===== src/rtl/ram_pkg.sv =====
// ram_pkg: shared widths and the controller state encoding for ram_burst_master.
//   DATA_W  default memory word width
//   DEPTH   default number of words in the attached RAM
//   ADDR_W  width of the burst start address / length fields
//   BEAT_W  width of the remaining-beats counter (holds 1..8)
package ram_pkg;

    localparam int DATA_W = 8;
    localparam int DEPTH  = 8;
    localparam int ADDR_W = 3;
    localparam int BEAT_W = 4;

    typedef enum logic [1:0] {
        IDLE    = 2'd0,
        WRITE   = 2'd1,
        RD_ADDR = 2'd2,
        RD_RESP = 2'd3
    } state_t;

endpackage


===== src/rtl/ram_addr_gen.sv =====
// ram_addr_gen: burst address and beat counter.
//   clk, reset           clock, async active-high reset
//   load                 load start address and length (beats = load_len + 1)
//   step                 advance one beat: address +1 mod DEPTH, beats -1
//   load_addr, load_len  start word address, beats minus one
//   cur_addr             address of the current beat
//   next_addr            address of the following beat (wrapped)
//   last                 current beat is the final one of the burst
module ram_addr_gen #(
    parameter int DEPTH = ram_pkg::DEPTH
) (
    input  logic                      clk,
    input  logic                      reset,
    input  logic                      load,
    input  logic                      step,
    input  logic [ram_pkg::ADDR_W-1:0] load_addr,
    input  logic [ram_pkg::ADDR_W-1:0] load_len,
    output logic [ram_pkg::ADDR_W-1:0] cur_addr,
    output logic [ram_pkg::ADDR_W-1:0] next_addr,
    output logic                      last
);
    import ram_pkg::*;

    logic [ADDR_W-1:0] cur_addr_q, cur_addr_d;
    logic [BEAT_W-1:0] beats_q, beats_d;

    // Explicit wrap so a DEPTH that is not a power of two still wraps correctly.
    always_comb begin
        if (cur_addr_q == ADDR_W'(DEPTH - 1)) begin
            next_addr = '0;
        end else begin
            next_addr = cur_addr_q + ADDR_W'(1);
        end
    end

    always_comb begin
        cur_addr_d = cur_addr_q;
        beats_d    = beats_q;
        if (load) begin
            cur_addr_d = load_addr;
            beats_d    = {1'b0, load_len} + BEAT_W'(1);
        end else if (step) begin
            cur_addr_d = next_addr;
            beats_d    = beats_q - BEAT_W'(1);
        end
    end

    always_ff @(posedge clk or posedge reset) begin
        if (reset) begin
            cur_addr_q <= '0;
            beats_q    <= '0;
        end else begin
            cur_addr_q <= cur_addr_d;
            beats_q    <= beats_d;
        end
    end

    assign cur_addr = cur_addr_q;
    assign last     = (beats_q == BEAT_W'(1));

endmodule


===== src/rtl/ram_burst_master.sv =====
// ram_burst_master: single-command burst read/write master for a small RAM.
//   clk, reset                      clock, async active-high reset
//   cmd_valid/cmd_ready             command handshake (ready only when idle)
//   cmd_write, cmd_addr, cmd_len    direction, start address, beats minus one
//   wr_data/wr_valid/wr_ready       write beat stream
//   rd_data/rd_valid/rd_last/rd_ready  read beat stream
//   mem_we, mem_addr, mem_wdata, mem_rdata  RAM port (RAM writes on rising
//                                   edge, refreshes read data on falling edge)
//   busy                            controller not idle
//   done                            one-cycle burst-complete pulse
//
// state   | meaning
// IDLE    | waiting for a command, cmd_ready high
// WRITE   | accepting write beats, wr_ready high
// RD_ADDR | read address presented, RAM data captured at end of cycle
// RD_RESP | read beat held on rd_* until rd_ready
module ram_burst_master #(
    parameter int DATA_W = ram_pkg::DATA_W,
    parameter int DEPTH  = ram_pkg::DEPTH,
    parameter int MEM_AW = 8
) (
    input  logic                       clk,
    input  logic                       reset,
    input  logic                       cmd_valid,
    output logic                       cmd_ready,
    input  logic                       cmd_write,
    input  logic [ram_pkg::ADDR_W-1:0] cmd_addr,
    input  logic [ram_pkg::ADDR_W-1:0] cmd_len,
    input  logic [DATA_W-1:0]          wr_data,
    input  logic                       wr_valid,
    output logic                       wr_ready,
    output logic [DATA_W-1:0]          rd_data,
    output logic                       rd_valid,
    output logic                       rd_last,
    input  logic                       rd_ready,
    output logic                       mem_we,
    output logic [MEM_AW-1:0]          mem_addr,
    output logic [DATA_W-1:0]          mem_wdata,
    input  logic [DATA_W-1:0]          mem_rdata,
    output logic                       busy,
    output logic                       done
);
    import ram_pkg::*;

    state_t state_q, state_d;

    logic              ag_load;
    logic              ag_step;
    logic [ADDR_W-1:0] cur_addr;
    logic [ADDR_W-1:0] next_addr;
    logic              last;

    logic              mem_we_q,    mem_we_d;
    logic [MEM_AW-1:0] mem_addr_q,  mem_addr_d;
    logic [DATA_W-1:0] mem_wdata_q, mem_wdata_d;
    logic [DATA_W-1:0] rd_data_q,   rd_data_d;
    logic              rd_valid_q,  rd_valid_d;
    logic              rd_last_q,   rd_last_d;
    logic              done_q,      done_d;

    ram_addr_gen #(
        .DEPTH (DEPTH)
    ) u_addr_gen (
        .clk       (clk),
        .reset     (reset),
        .load      (ag_load),
        .step      (ag_step),
        .load_addr (cmd_addr),
        .load_len  (cmd_len),
        .cur_addr  (cur_addr),
        .next_addr (next_addr),
        .last      (last)
    );

    always_ff @(posedge clk or posedge reset) begin
        if (reset) begin
            state_q <= IDLE;
        end else begin
            state_q <= state_d;
        end
    end

    always_comb begin
        state_d = state_q;
        case (state_q)
            IDLE: begin
                if (cmd_valid) begin
                    state_d = cmd_write ? WRITE : RD_ADDR;
                end
            end
            WRITE: begin
                if (wr_valid && last) begin
                    state_d = IDLE;
                end
            end
            RD_ADDR: begin
                state_d = RD_RESP;
            end
            RD_RESP: begin
                if (rd_ready) begin
                    state_d = last ? IDLE : RD_ADDR;
                end
            end
            default: begin
                state_d = IDLE;
            end
        endcase
    end

    // Registered outputs are computed one cycle ahead; mem_addr is set on the
    // edge that enters RD_ADDR so the RAM's falling-edge read lands within it.
    always_comb begin
        ag_load     = 1'b0;
        ag_step     = 1'b0;
        mem_we_d    = 1'b0;
        mem_addr_d  = mem_addr_q;
        mem_wdata_d = mem_wdata_q;
        rd_data_d   = rd_data_q;
        rd_valid_d  = rd_valid_q;
        rd_last_d   = rd_last_q;
        done_d      = 1'b0;
        case (state_q)
            IDLE: begin
                if (cmd_valid) begin
                    ag_load = 1'b1;
                    if (!cmd_write) begin
                        mem_addr_d = MEM_AW'(cmd_addr);
                    end
                end
            end
            WRITE: begin
                if (wr_valid) begin
                    ag_step     = 1'b1;
                    mem_we_d    = 1'b1;
                    mem_addr_d  = MEM_AW'(cur_addr);
                    mem_wdata_d = wr_data;
                    done_d      = last;
                end
            end
            RD_ADDR: begin
                rd_data_d  = mem_rdata;
                rd_valid_d = 1'b1;
                rd_last_d  = last;
            end
            RD_RESP: begin
                if (rd_ready) begin
                    rd_valid_d = 1'b0;
                    rd_last_d  = 1'b0;
                    if (last) begin
                        done_d = 1'b1;
                    end else begin
                        ag_step    = 1'b1;
                        mem_addr_d = MEM_AW'(next_addr);
                    end
                end
            end
            default: begin
                done_d = 1'b0;
            end
        endcase
    end

    always_ff @(posedge clk or posedge reset) begin
        if (reset) begin
            mem_we_q    <= 1'b0;
            mem_addr_q  <= '0;
            mem_wdata_q <= '0;
            rd_data_q   <= '0;
            rd_valid_q  <= 1'b0;
            rd_last_q   <= 1'b0;
            done_q      <= 1'b0;
        end else begin
            mem_we_q    <= mem_we_d;
            mem_addr_q  <= mem_addr_d;
            mem_wdata_q <= mem_wdata_d;
            rd_data_q   <= rd_data_d;
            rd_valid_q  <= rd_valid_d;
            rd_last_q   <= rd_last_d;
            done_q      <= done_d;
        end
    end

    assign cmd_ready = (state_q == IDLE);
    assign wr_ready  = (state_q == WRITE);
    assign busy      = (state_q != IDLE);

    assign mem_we    = mem_we_q;
    assign mem_addr  = mem_addr_q;
    assign mem_wdata = mem_wdata_q;
    assign rd_data   = rd_data_q;
    assign rd_valid  = rd_valid_q;
    assign rd_last   = rd_last_q;
    assign done      = done_q;

endmodule


===== config.mk =====
export PLATFORM = sky130hd
export DESIGN_NAME = ram_burst_master
export DESIGN_NICKNAME = d
export VERILOG_FILES = /design/src/rtl/ram_pkg.sv /design/src/rtl/ram_addr_gen.sv /design/src/rtl/ram_burst_master.sv
export SDC_FILE = /design/constraint.sdc
export NUM_CORES = 1
export LEC_CHECK = 0
export ABC_AREA = 1
export CAP_MARGIN = 15
export CORE_MARGIN = 2
export CORE_UTILIZATION = 32
export DETAILED_ROUTE_END_ITERATION = 6
export GPL_ROUTABILITY_DRIVEN = 1
export PLACE_DENSITY = 0.59
export SYNTH_ARGS = -nofsm -noshare
export SYNTH_HDL_FRONTEND = slang
export SYNTH_SLANG_ARGS = --single-unit
export TNS_END_PERCENT = 50

===== constraint.sdc =====
create_clock -name clk -period 2.1 [get_ports clk]
set_input_delay 0.42 -clock clk [delete_from_list [all_inputs] [get_ports clk]]
set_output_delay 0.42 -clock clk [all_outputs]
set_load 0.01 [all_outputs]

==> out/results.ini <==
[min_path]
min_path_type = in -> async

[place]
preCtsSetupSlack_ns = 0.3192
routabilityCongestion = 0.8030
port_buffers = 53
dpl.cell_count = 315
dpl.hpwl_um = 2723

[pwr]
irDropWorstVdd_mv = 0.5272
power_leakage_uw = 0.001143
cellPowerDensity_nw_per_um2 = 1447

[timing]
tns_ns = 0
fmax_mhz = 500.0
rsz0062_at_grt = no
setup_violations = 0
fin_crit_sh_pct = 95.24
layout_min_cycle_time_ns = 2.000
finClkSkew_ns = 0.005660
tightest_slew_ns = 0.5018
slew_violations = 0
finalHoldViolCount = 0
max-slew-margin-rel_pct = 66.51
worst_slack_ns = 0.09991

[final_layout]
n_fill_cell = 508
area_growth_syn_to_layout_pct = 42.44
register_area_um2 = 802.0
multiInputGateArea_um2 = 718.2
num_antenna_cells = 0
final_cell_count_no_fill = 323
nNetsFinal = 288
drive_gt1_share_pct = 10.94

[global_routing]
grt_pass1_wl_um = 5934
grt_max_degree = 22
grt_usage_pct = 14.12
grt_overflow = 0
grt_pass1_vias = 1321
antenna_found_initial = 0

[clock_tree]
postCtsHoldBufs = 0
ctsResizeCount = 0
htree_levels = 2
cts_tree = yes
clk_pin_slew_ns = 0.07
cts_buffer_depth = 2
cts_made_buffers = 5
post_cts_buffers = 0
clock_sinks = 32
cts-root-buf = clkbuf_8
insertion_delay_ns = 0.28

[yosys]
netlist.top_cell.by_area = dfrtp_1
yosysUniqueCellTypes = 24
ys.flop_type = dfrtp_1
synthCells = 197
synth_edf_count = 0
synthArstFlopShare_pct = 100.0
ys_ff_latch = 32
syn_area_um2 = 1622
synth_top_area_share_pct = 49.38
synthMostInstantiatedCell = nand2_1
syn_area_per_cell_um2 = 8.231
synth_common_cells = 88 x nand2_1, 32 x dfrtp_1, 13 x nand3_1
ys_top_cells_by_area = dfrtp_1 49%, nand2_1 20%, mux2_2 5.6%
yosysWarnings = 0
synth-seq-area-share_pct = 49.38

[floorplan]
ios = 59
fp.coreArea_um2 = 4817
start_util_pct = 33.66
die_w_um = 75.19
num_rows = 25
dieArea_um2 = 5653
dieHeight_um = 75.19

[setup_path]
endpoint_kind = output port
critPathRequiredTime_ns = 1.68
critPathLaunchType = register
path_max_fanout = 9
critPathLaunch = state_q[1]
arrival_ns = 1.58
r2r_cells = 5
worstSetupPathType = reg -> out
timing.rr.start = state_q[1]

[drt]
drt-pass1-iter-count = 4
drc = 0
vias = 1408
antenna_left = 0
dr.first_iter.drc_count = 75
wl_um = 3558
drt-vias-per-instance = 4.359
route.detailed.wl_per_inst_um = 11.02

[outcome]
status = finished, final reports clean

[run]
maxCapViolations = 0

## where the power goes
part | leakage, µW | switching, µW | internal [µW]
Combinational | 0.000703 | 899 | 865
Sequential | 0.000392 | 196 | 916
Clock | 0.0000479 | 234 | 231
Total | 0.00114 | 1330 | 2010
## cell families after synthesis
| group | after synthesis | share of synthesized area (%) |
|---|---|---|
| simple gates | 114 | 29.32 |
| flops | 32 | 49.38 |
| buf+inv | 25 | 7.252 |
| compound gates | 10 | 3.318 |
| mux | 8 | 5.556 |
| fa+ha+maj | 5 | 3.858 |
| xor+xnor | 2 | 1.080 |
| other cells | 1 | 0.2313 |
## worst max-delay path, cell delays in order, from the launching register on
cell	delay [ns]
dfrtp_1	0.52
inv_1	0.14
nand2_1	0.10
clkdlybuf4s50_1	0.54
## flip-flops by register name, summed over array words and instances, names as in the netlist
name / flops
rd_last: 1
mem_we: 1
mem_wdata: 8
rd_data: 8
u_addr_gen.beats_q: 4
done: 1
mem_addr: 3
state_q: 2
u_addr_gen.cur_addr: 3
rd_valid: 1
## path summary, 6_finish.rpt
| check | to | slack, ns |
|---|---|---|
| hold / removal | rd_data[3] | 0.46 |
| max in group asynchronous | state_q[0] | 1.15 |
| hold reg to reg | mem_addr[0] | 0.47 |
| setup / recovery | busy | 0.1 |
| min in group clk | mem_addr[0] | 0.47 |
| setup reg to reg | mem_wdata[6] | 0.67 |
## area by class of cell
class	count	share of cell area (%)
timing repair buffer	54	23.84
clock buffer	5	2.979
inverter	18	2.925
multi-input combinational	144	31.09
clock inverter	3	0.8126
tap	67	3.629
sequential	32	34.72
## routing by layer
layer / vias to the layer above / GRT usage [%] / share of wire (%)
met5: - / 0 / 0
met4: 0 / 6.238 / 1.3
met3: 4 / 4.953 / 5.6
met2: 44 / 20.66 / 46
met1: 636 / 18.88 / 47
li1: 724 / - / -
## through the flow
stage	hold WS [ns]	area (µm²)	power, µW	util [%]
2_1_floorplan	0.4675	1637	2168	-
3_3_place_gp	0.4569	2221	2888	46.10
3_5_place_dp	0.4622	2221	2901	46.10
4_1_cts	0.4686	2308	3393	47.92
5_1_grt	0.4921	2310	3673	47.95
6_report	0.4621	2310	3341	47.95
## cells in the final DEF (no fill, tap or decap), types with 2 or more instances in the layout
cell type,n
nand2_1,88
clkdlybuf4s50_1,53
dfrtp_1,31
nand3_1,13
inv_1,12
mux2_2,8
o21ai_0,5
ha_1,5
conb_1,5
clkbuf_8,5
nor2_1,4
inv_2,4
nor2_2,3
o21ai_1,3
clkinv_1,2
xor2_1,2
clkinv_2,2
Note: power is estimated with default switching activity, not from simulation.
